$ cat config.mk
export PLATFORM = sky130hd
export DESIGN_NAME = tx_ordered_set_framer
export DESIGN_NICKNAME = d
export VERILOG_FILES = /design/src/rtl/tx_symbols_pkg.sv /design/src/rtl/skp_interval_timer.sv /design/src/rtl/tx_ordered_set_framer.sv
export SDC_FILE = /design/constraint.sdc
export NUM_CORES = 1
export LEC_CHECK = 0
export BUFFER_PORTS_ARGS = -buffer_cell sky130_fd_sc_hd__clkbuf_2
export CAP_MARGIN = 20
export CORE_MARGIN = 2
export CORE_UTILIZATION = 45
export DETAILED_ROUTE_END_ITERATION = 6
export GPL_ROUTABILITY_DRIVEN = 0
export SLEW_MARGIN = 20
export SYNTH_ARGS = -nofsm -noshare
export SYNTH_HDL_FRONTEND = slang
export SYNTH_SLANG_ARGS = --single-unit
$ cat constraint.sdc
create_clock -name CLK -period 2 [get_ports CLK]
set_clock_uncertainty 0.05 [all_clocks]
set_input_delay 0.1 -clock CLK [delete_from_list [all_inputs] [get_ports CLK]]
set_output_delay 0.1 -clock CLK [all_outputs]
set_load 0.005 [all_outputs]
$ cat src/rtl/tx_symbols_pkg.sv
// ----------------------------------------------------------------------------
// tx_symbols_pkg
// Shared definitions for the physical-layer transmit framing path:
//   - 8-bit K-code constants driven towards the 8b/10b encoder
//   - framer FSM state encoding
//   - width of the ordered-set symbol counter
// ----------------------------------------------------------------------------
package tx_symbols_pkg;

  // Control (K) symbol codes
  localparam logic [7:0] COM = 8'hBC;  // ordered-set comma
  localparam logic [7:0] PAD = 8'hF7;  // lane padding, never produced here
  localparam logic [7:0] SKP = 8'h1C;  // clock-compensation skip
  localparam logic [7:0] STP = 8'hFB;  // start of TLP
  localparam logic [7:0] SDP = 8'h5C;  // start of DLLP
  localparam logic [7:0] END = 8'hFD;  // good end of packet
  localparam logic [7:0] EDB = 8'hFE;  // end of nullified packet
  localparam logic [7:0] FTS = 8'h3C;  // fast training, reserved for L0s
  localparam logic [7:0] IDL = 8'h7C;  // logical idle

  // Holds SKP_LEN (at most 5)
  localparam int SYM_CNT_W = 3;

  typedef enum logic [1:0] {
    ST_IDLE  = 2'd0,  // idle / choose next ordered set or packet
    ST_DATA  = 2'd1,  // forwarding packet bytes, END slot included
    ST_DRAIN = 2'd2,  // packet nullified, discarding remaining bytes
    ST_SKP   = 2'd3   // emitting the SKP symbols after COM
  } tx_state_e;

endpackage

$ cat src/rtl/skp_interval_timer.sv
// ----------------------------------------------------------------------------
// skp_interval_timer
// Saturating cycle counter that requests a SKP ordered set once
// SKP_INTERVAL cycles have elapsed since the last clear.
//
// Ports:
//   CLK    in   symbol clock, posedge
//   RESET  in   asynchronous, active-high reset
//   clear  in   restart the interval (asserted in the cycle COM is chosen)
//   due    out  interval expired; held until clear
// ----------------------------------------------------------------------------
module skp_interval_timer #(
  parameter int SKP_INTERVAL = 1180,
  parameter int CNT_W        = 16
) (
  input  logic CLK,
  input  logic RESET,
  input  logic clear,
  output logic due
);

  localparam logic [CNT_W-1:0] CNT_SAT = CNT_W'(SKP_INTERVAL - 1);

  logic [CNT_W-1:0] cnt_q;
  logic [CNT_W-1:0] cnt_d;

  // Clearing in the decision cycle gives exactly SKP_INTERVAL cycles
  // between successive COM symbols.
  always_comb begin
    // NOTE: combinational next-state gets a default first so no path infers a latch.
    cnt_d = cnt_q;
    if (clear) begin
      cnt_d = '0;
    end else if (cnt_q != CNT_SAT) begin
      cnt_d = cnt_q + CNT_W'(1);
    end
  end

  // NOTE: sequential state uses non-blocking assignments so every flop samples pre-edge values.
  always_ff @(posedge CLK or posedge RESET) begin
    if (RESET) begin
      cnt_q <= '0;
    end else begin
      cnt_q <= cnt_d;
    end
  end

  // Saturation doubles as the pending flag, so requests never accumulate.
  assign due = (cnt_q == CNT_SAT);

endmodule

$ cat src/rtl/tx_ordered_set_framer.sv
// ----------------------------------------------------------------------------
// tx_ordered_set_framer
// Transmit framer: wraps Tx_Buffer packets in STP/SDP ... END, nullifies
// underrun packets with EDB, fills gaps with IDL and inserts a SKP ordered
// set (COM + SKP_LEN x SKP) between packets every SKP_INTERVAL cycles.
// One symbol per clock, registered, with a K flag for the encoder.
//
// Ports:
//   CLK        in   symbol clock, posedge
//   RESET      in   asynchronous, active-high reset
//   VALID      in   Tx_Buffer holds a byte
//   Tx_Buffer  in   packet byte
//   LAST       in   Tx_Buffer is the final byte of the packet
//   TYPE       in   0 = TLP (STP), 1 = DLLP (SDP); used at packet start
//   READY      out  byte consumed when VALID & READY (decoded from state)
//   OUT        out  registered symbol
//   OUT_K      out  registered K flag (1 = control symbol)
// ----------------------------------------------------------------------------
module tx_ordered_set_framer
  import tx_symbols_pkg::*;
#(
  parameter int SKP_INTERVAL = 1180,
  parameter int SKP_LEN      = 3,
  parameter int CNT_W        = 16
) (
  input  logic       CLK,
  input  logic       RESET,
  input  logic       VALID,
  input  logic [7:0] Tx_Buffer,
  input  logic       LAST,
  input  logic       TYPE,
  output logic       READY,
  output logic [7:0] OUT,
  output logic       OUT_K
);

  tx_state_e              state_q,    state_d;
  logic [SYM_CNT_W-1:0]   sym_cnt_q,  sym_cnt_d;
  logic                   end_pend_q, end_pend_d;  // END slot of DATA
  logic [7:0]             out_q,      out_d;
  logic                   out_k_q,    out_k_d;
  logic                   ready;
  logic                   skp_clear;
  logic                   skp_due;

  skp_interval_timer #(
    .SKP_INTERVAL (SKP_INTERVAL),
    .CNT_W        (CNT_W)
  ) u_skp_timer (
    .CLK   (CLK),
    .RESET (RESET),
    .clear (skp_clear),
    .due   (skp_due)
  );

  always_comb begin
    state_d    = state_q;
    sym_cnt_d  = sym_cnt_q;
    end_pend_d = end_pend_q;
    out_d      = IDL;
    out_k_d    = 1'b1;
    skp_clear  = 1'b0;
    ready      = 1'b0;

    case (state_q)
      ST_IDLE: begin
        // A due ordered set wins over a waiting packet; the packet's
        // first byte is left untouched until DATA.
        if (skp_due) begin
          out_d     = COM;
          skp_clear = 1'b1;
          sym_cnt_d = SYM_CNT_W'(SKP_LEN);
          state_d   = ST_SKP;
        end else if (VALID) begin
          out_d   = TYPE ? SDP : STP;
          state_d = ST_DATA;
        end
      end

      ST_DATA: begin
        if (end_pend_q) begin
          // Closing slot after the LAST byte; nothing is consumed here.
          out_d      = END;
          end_pend_d = 1'b0;
          state_d    = ST_IDLE;
        end else begin
          ready = 1'b1;
          if (VALID) begin
            out_d   = Tx_Buffer;
            out_k_d = 1'b0;
            if (LAST) begin
              end_pend_d = 1'b1;
            end
          end else begin
            out_d   = EDB;
            state_d = ST_DRAIN;
          end
        end
      end

      ST_DRAIN: begin
        // Swallow the rest of the nullified packet while sending idle.
        ready = 1'b1;
        if (VALID && LAST) begin
          state_d = ST_IDLE;
        end
      end

      ST_SKP: begin
        out_d     = SKP;
        sym_cnt_d = sym_cnt_q - SYM_CNT_W'(1);
        if (sym_cnt_q == SYM_CNT_W'(1)) begin
          state_d = ST_IDLE;
        end
      end

      default: begin
        state_d = ST_IDLE;
      end
    endcase
  end

  always_ff @(posedge CLK or posedge RESET) begin
    if (RESET) begin
      state_q    <= ST_IDLE;
      sym_cnt_q  <= '0;
      end_pend_q <= 1'b0;
      out_q      <= IDL;
      out_k_q    <= 1'b1;
    end else begin
      state_q    <= state_d;
      sym_cnt_q  <= sym_cnt_d;
      end_pend_q <= end_pend_d;
      out_q      <= out_d;
      out_k_q    <= out_k_d;
    end
  end

  assign READY = ready;
  assign OUT   = out_q;
  assign OUT_K = out_k_q;

endmodule

==> impl_metrics.csv, run 1 <==
group,metric,value,unit
route,total_via_count_after_detailed_routing,1287,
cts,cts_buffer_depth,2,
logic_synthesis,netlist-cell-type-count,38,
hold_path,hold_path.class,"primary input to register",
cts,total_cts_buffers,5,
setup_path,maximum_net_fanout_on_the_critical_path,6,
logic_synthesis,yosysSeqAreaShare,47.07,%
sta,setup_ws,137.8,ps
logic_synthesis,synth-compound-area-share,10.60,%
sta,rsz_0062_raised_after_global_routing,"no",
logic_synthesis,synth_seq_cells,31,
logic_synthesis,syn_area_per_cell,10.60,um2
cells_and_area,area_taken_by_multi_input_logic_gates,824.5,um2
cts,post_cts_hold_fix_bufs,1,
setup_path,crit_path_end_kind,"register",
cells_and_area,finalCoreUtilization,55.20,%
cells_and_area,ff_latch_area,783.3,um2
route,antenna_left,0,
logic_synthesis,synth-edff-count,0,
die,die_area,4200,um2
sta,tns,0,ps
global_routing,grt_start_max_net_pins,32,
die,io_pins,23,
cells_and_area,layout-area-overhead-vs-synth,19.62,%
die,effective_utilization_at_floorplan,46.15,%
cells_and_area,nets_final,211,
logic_synthesis,netlist.top_cell.by_area,"sky130_fd_sc_hd__dfrtp_1",
power_and_ir_drop,static_leakage_power,0.0009629,uW
logic_synthesis,post_synth_arst_share,100.0,%
logic_synthesis,synth_common_cells,"25 x sky130_fd_sc_hd__dfrtp_1, 17 x sky130_fd_sc_hd__nand2_1, 16 x sky130_fd_sc_hd__o21ai_0",
die,die_h,64.81,um
cells_and_area,final-instance-count-excl-fill,239,
setup_path,reg2regPathDepth,5,
cts,cts-htree-levels,2,
setup_path,criticalPathCategory,"register to register",
route,first_iter_violations,95,
die,core,3606,um2
cts,clock_sink_count,31,
cts,cts-root-buf,"sky130_fd_sc_hd__clkbuf_8",
setup_path,timing.critical_path.from_type,"register",
global_routing,number_of_global_route_vias_before_repair,1266,
place,numPlacedInstances,230,
global_routing,globalRouteTotalUtil,18.39,%
flow_run,max_cap_check_violation_count,0,
route,drt_drc_violations_left,0,
logic_synthesis,synthesis.nets,178,
sta,final_min_period_over_clock_period,93.11,%
sta,worst_slew_margin_rel,74.03,%
cts,cts_setup_buffers,0,
route,via_per_inst,5.385,
sta,timing.final.crit_period,1862,ps
route,dr.pass1.iters,4,
die,chipWidth,64.81,um
outcome,run_status,"completed",
route,route.final.wire_length,3345,um
cells_and_area,drive_gt1_share,26.70,%
logic_synthesis,syn-instance-count,157,
logic_synthesis,synth_top_area_share,37.59,%
logic_synthesis,synthFlopType,"sky130_fd_sc_hd__dfrtp_1",
hold_path,worst_hold_depth,3,
logic_synthesis,ys_top_cells_by_area,"sky130_fd_sc_hd__dfrtp_1 38%, sky130_fd_sc_hd__dfstp_2 9.5%, sky130_fd_sc_hd__ha_1 6.0%, sky130_fd_sc_hd__o21ai_0 4.8%, sky130_fd_sc_hd__nand2_1 3.8%",
logic_synthesis,most_frequent_cell_after_synthesis,"sky130_fd_sc_hd__dfrtp_1",
logic_synthesis,mappedNetlistArea,1664,um2
sta,final.hold.worst_slack,24.73,ps
logic_synthesis,largest_family_of_logic_cells_by_synthesized_area,"simple AND/OR/NAND/NOR gates",
global_routing,grt-ovfl-total,0,
sta,slew_viol_final,0,
cts,path_clk_slew,70,ps
setup_path,cp_data_required_time,2120,ps
global_routing,antenna_found_initial,0,
setup_path,worst-endpoint-arrival,1980,ps
cts,post_cts_resize_count,0,
die,placement_rows,22,
sta,setup-violations-final,0,
place,placement.setup.worst_slack,149.4,ps
logic_synthesis,synth_adder_area_share,6.015,%
place,portBuffers,22,
logic_synthesis,synthXorXnorAreaFrac,5.789,%
cts,cts_tree,"yes",
cells_and_area,num-fill-cells,321,
place,dp_hpwl,2472,um
global_routing,global_route_wire_length_before_repair,5906,um
route,routedWlPerCell,14.00,um
sta,timing_hold_violations_final,0,
power_and_ir_drop,cellPowerDensity,1153,nW/um2
cells_and_area,antenna_cells,0,
logic_synthesis,yosys_warnings,0,
sta,maximum_frequency_from_static_timing_analysis,537.0,MHz
sta,worstMarginPinSlew,389.5,ps
logic_synthesis,synth_simple_gate_area_share,23.16,%
power_and_ir_drop,worst_ir_drop_vdd,486.6,uV
logic_synthesis,synthMuxAreaShare,3.985,%
cts,clk_lat_worst_skew,280,ps
## path summary, 6_finish.rpt
path / slack [ps] / from / end
worst max-delay path: 140 / u_skp_timer.cnt_q[0]$_DFFE_PP0P_ / state_q[0]$_DFFE_PP0P_
min in group asynchronous: 380 / RESET / OUT[7]$_DFF_PP0_
worst min-delay path: 20 / LAST / end_pend_q$_DFFE_PP0P_
worst min register to register: 460 / sym_cnt_q[1]$_DFFE_PP0P_ / sym_cnt_q[1]$_DFFE_PP0P_
worst max register to register: 140 / u_skp_timer.cnt_q[0]$_DFFE_PP0P_ / state_q[0]$_DFFE_PP0P_
max in group asynchronous: 1200 / RESET / OUT[6]$_DFF_PP1_
## state kept, by name, summed over array words and instances (netlist names)
name,cells
OUT,8
OUT_K,1
end_pend_q,1
state_q,2
sym_cnt_q,3
u_skp_timer.cnt_q,16
## layout by cell type, fill, tap and decap left out, types with 2 or more instances in the layout
master | synthesis | layout
sky130_fd_sc_hd__a21oi_1 | 3 | 3
sky130_fd_sc_hd__and3_1 | 4 | 4
sky130_fd_sc_hd__and4_1 | 2 | 2
sky130_fd_sc_hd__buf_4 | 0 | 8
sky130_fd_sc_hd__clkbuf_2 | 0 | 22
sky130_fd_sc_hd__clkbuf_8 | 0 | 5
sky130_fd_sc_hd__dfrtp_1 | 25 | 25
sky130_fd_sc_hd__dfstp_2 | 6 | 6
sky130_fd_sc_hd__ha_1 | 8 | 8
sky130_fd_sc_hd__inv_1 | 8 | 8
sky130_fd_sc_hd__mux2i_1 | 4 | 4
sky130_fd_sc_hd__nand2_1 | 17 | 17
sky130_fd_sc_hd__nand2b_1 | 3 | 3
sky130_fd_sc_hd__nand3_1 | 9 | 9
sky130_fd_sc_hd__nand3b_1 | 2 | 2
sky130_fd_sc_hd__nand4_1 | 4 | 4
sky130_fd_sc_hd__nand4b_1 | 3 | 3
sky130_fd_sc_hd__nor2_1 | 4 | 4
sky130_fd_sc_hd__nor2b_1 | 3 | 3
sky130_fd_sc_hd__nor4b_4 | 2 | 2
sky130_fd_sc_hd__o21a_1 | 3 | 3
sky130_fd_sc_hd__o21ai_0 | 16 | 16
sky130_fd_sc_hd__o22a_1 | 2 | 2
sky130_fd_sc_hd__xnor2_1 | 6 | 6
sky130_fd_sc_hd__xor2_1 | 5 | 5
## metal layers
layer	wire, um	track usage, %
met1	1534	23.99
met2	1617	29.51
met3	158	5.903
met4	34	4.787
met5	0	0
## layout make-up
class / instances / area share (%)
Sequential cell: 31 / 39.35
Inverter: 8 / 1.508
Timing Repair Buffer: 31 / 9.051
Multi-Input combinational cell: 113 / 41.42
Clock buffer: 5 / 3.457
Clock inverter: 3 / 2.200
Tap cell: 48 / 3.017
## worst max-delay path: stages, from the launching register on
cell,delay [ps]
sky130_fd_sc_hd__dfrtp_1,430
sky130_fd_sc_hd__ha_1,270
sky130_fd_sc_hd__and4bb_1,240
sky130_fd_sc_hd__and4_1,200
sky130_fd_sc_hd__o2111ai_4,240
sky130_fd_sc_hd__mux2_4,320
## kinds of logic (layout without fill, tap and decap cells)
kind of cell               count (synthesis)  after routing
AOI/OAI and AO/OA                         27             27
xor gates and xnor gates                  11             11
adders and majority gates                  8              8
buffers and inverters                     13             47
DFF                                       31             31
muxes                                      6              6
and+or+nand+nor                           61             61
## stage by stage
stage | power, uW | cell area [um2]
2_1_floorplan | 1412 | 1664
3_3_place_gp | 1684 | 1868
3_5_place_dp | 1700 | 1868
4_1_cts | 2323 | 1991
5_1_grt | 2477 | 1991
6_report | 2296 | 1991
## report_power, final
part | internal, uW | switching (uW)
Clock | 371 | 242
Sequential | 805 | 61.7
Combinational | 411 | 405
Total | 1590 | 709
(Power assumes the default switching activity.)
==> run 2: changes to the inputs <==
--- a/config.mk
+++ b/config.mk
@@ -11,6 +11,7 @@
 export CORE_UTILIZATION = 45
 export DETAILED_ROUTE_END_ITERATION = 6
 export GPL_ROUTABILITY_DRIVEN = 0
+export PLACE_DENSITY = 0.67
 export SLEW_MARGIN = 20
 export SYNTH_ARGS = -nofsm -noshare
 export SYNTH_HDL_FRONTEND = slang
==> constraint.sdc (replaced) <==
create_clock -name CLK -period 1.6 [get_ports CLK]
set_clock_uncertainty 0.05 [all_clocks]
set_input_delay 0.08 -clock CLK [delete_from_list [all_inputs] [get_ports CLK]]
set_output_delay 0.08 -clock CLK [all_outputs]
set_load 0.005 [all_outputs]
==> run 2 against run 1 <==
Total power is 35% higher; critical path depth decreased by 1; sequential power rose by 27%; wire length grew 16%; clock power shrank 4.6%; setup slack lost 230 ps; largest cell class unchanged; design area up 15%; register-to-register slack worse by 230 ps; critical endpoint unchanged; the run now ends with negative setup slack left.
==> impl_metrics.csv, run 2 (same netlist as run 1, synthesis figures left out) <==
group,metric,value,unit
outcome,run_status,"finished with violations",
outcome,failed_checks,"negative setup slack",
cts,clk_lat_worst_skew,280,ps
global_routing,number_of_global_route_vias_before_repair,1362,
sta,timing.final.crit_period,1696,ps
cells_and_area,regMostFlops,"u_skp_timer.cnt_q",
cells_and_area,drive_gt1_share,42.34,%
die,effective_utilization_at_floorplan,46.15,%
cells_and_area,area_taken_by_multi_input_logic_gates,897.1,um2
setup_path,timing.critical_path.from_type,"register",
setup_path,criticalPathCategory,"register to register",
cts,cts-htree-levels,2,
setup_path,critPathSlowestCell,"sky130_fd_sc_hd__dfrtp_1",
setup_path,cp_data_required_time,1710,ps
die,placement_rows,22,
power_and_ir_drop,p_total,3089,uW
place,dp_hpwl,2705,um
route,total_via_count_after_detailed_routing,1386,
die,io_pins,23,
sta,final_min_period_over_clock_period,106.0,%
cells_and_area,layout-area-overhead-vs-synth,37.22,%
cts,path_clk_slew,60,ps
cts,total_cts_buffers,5,
setup_path,crit_path_end_kind,"register",
cts,cts_buffer_depth,2,
setup_path,slowest_delay,400,ps
global_routing,globalRouteTotalUtil,19.76,%
sta,maximum_frequency_from_static_timing_analysis,589.5,MHz
cells_and_area,nets_final,242,
power_and_ir_drop,static_leakage_power,0.001117,uW
cells_and_area,num-fill-cells,302,
sta,slew_viol_final,0,
route,drt_drc_violations_left,0,
route,dr.pass1.iters,4,
route,via_per_inst,5.133,
setup_path,worst-endpoint-arrival,1810,ps
cts,cts_tree,"yes",
route,first_iter_violations,55,
cts,clock_sink_count,31,
sta,setup_ws,-96.34,ps
global_routing,global_route_wire_length_before_repair,6327,um
cells_and_area,antenna_cells,0,
sta,tns,-174.8,ps
cells_and_area,largest_register_ff_count,16,
setup_path,worstPathCellList,"nor4b_4 > and4_4 > o2111ai_4 > mux2_4",
sta,rsz_0062_raised_after_global_routing,"yes",
cells_and_area,layout_commonest_cell,"sky130_fd_sc_hd__buf_4",
die,die_area,4200,um2
global_routing,antenna_found_initial,0,
cells_and_area,ff_latch_area,783.3,um2
setup_path,regToRegSetupSlack,-100,ps
sta,worst_slew_margin_rel,72.92,%
cts,cts-root-buf,"sky130_fd_sc_hd__clkbuf_8",
global_routing,grt-ovfl-total,0,
die,chipWidth,64.81,um
setup_path,maximum_net_fanout_on_the_critical_path,3,
die,die_h,64.81,um
power_and_ir_drop,worst_ir_drop_vdd,690.9,uV
flow_run,max_cap_check_violation_count,0,
hold_path,hold_path.class,"primary input to register",
cells_and_area,most-common-layout-cells,"34 x sky130_fd_sc_hd__buf_4, 25 x sky130_fd_sc_hd__dfrtp_1, 22 x sky130_fd_sc_hd__clkbuf_2",
die,core,3606,um2
place,portBuffers,22,
global_routing,grt_start_max_net_pins,32,
route,routedWlPerCell,14.43,um
sta,worstMarginPinSlew,406.2,ps
sta,setup-violations-final,4,
route,antenna_left,0,
power_and_ir_drop,cellPowerDensity,1353,nW/um2
route,route.final.wire_length,3896,um
sta,timing_hold_violations_final,0,
run 2: cell types whose count changed in the layout (fill, tap and decap cells not counted), moves of 2 or more:
| cell | delta |
|---|---|
| sky130_fd_sc_hd__and4_1 | -2 |
| sky130_fd_sc_hd__buf_4 | +26 |
| sky130_fd_sc_hd__buf_6 | +5 |
| sky130_fd_sc_hd__clkbuf_1 | +2 |
| sky130_fd_sc_hd__ha_1 | -5 |
| sky130_fd_sc_hd__ha_2 | +2 |
| sky130_fd_sc_hd__ha_4 | +3 |
| sky130_fd_sc_hd__inv_1 | -2 |
| sky130_fd_sc_hd__inv_2 | +2 |
run 2: area by class of cell:
type | count | area share, %
Inverter | 8 | 1.315
Multi-Input combinational cell | 113 | 39.29
Sequential cell | 31 | 34.30
Clock buffer | 7 | 3.342
Clock inverter | 1 | 0.2192
Timing Repair Buffer | 62 | 18.90
Tap cell | 48 | 2.630
run 2: path summary, 6_finish.rpt:
kind	cells past startpoint	endpoint	from
min reg2reg	1	sym_cnt_q[1]$_DFFE_PP0P_	sym_cnt_q[1]$_DFFE_PP0P_
min in group asynchronous	4	u_skp_timer.cnt_q[7]$_DFFE_PP0P_	RESET
max in group asynchronous	4	OUT_K$_DFF_PP1_	RESET
min	3	end_pend_q$_DFFE_PP0P_	LAST
max reg2reg	4	state_q[0]$_DFFE_PP0P_	u_skp_timer.cnt_q[6]$_DFFE_PP0P_
max	4	state_q[0]$_DFFE_PP0P_	u_skp_timer.cnt_q[6]$_DFFE_PP0P_
run 2: timing repair:
action                     in CTS  in global routing
setup endpoints to repair       4                 16
resized for setup              11                 10
hold buffers                    1                  0
setup buffers                   2                  5
pin swaps                       0                  2
hold endpoints to repair       25                  0
run 2: power breakdown:
part           internal [uW]  switching, uW
Clock                    305            280
Combinational            773            632
Sequential              1010           92.2
Total                   2080           1000
run 2: worst max-delay path, delay by kind of cell, from the launching register on:
family,cells,cell delay [ps]
AOI/OAI and AO/OA,1,120
and+or+nand+nor,2,680
muxes,1,330
DFF,1,400
run 2: per-stage QoR:
step           util (%)  setup slack [ps]  hold WS, ps  area (um2)  cells
2_1_floorplan         -            -167.5        127.4        1673    157
3_3_place_gp      57.01            -45.78        106.5        2056    254
3_5_place_dp      57.01            -67.43        120.2        2056    254
4_1_cts           61.07            -48.25        4.705        2202    265
5_1_grt           63.32            -143.7        38.01        2283    270
6_report          63.32            -96.34        4.795        2283    270
run 2: metal layers:
metal,vias to the layer above,global-route usage (%),routed length (um)
met3,2,4.340,138
met5,-,0,0
met4,0,3.989,25
li1,685,-,-
met2,25,34.79,1926
met1,674,24.89,1806
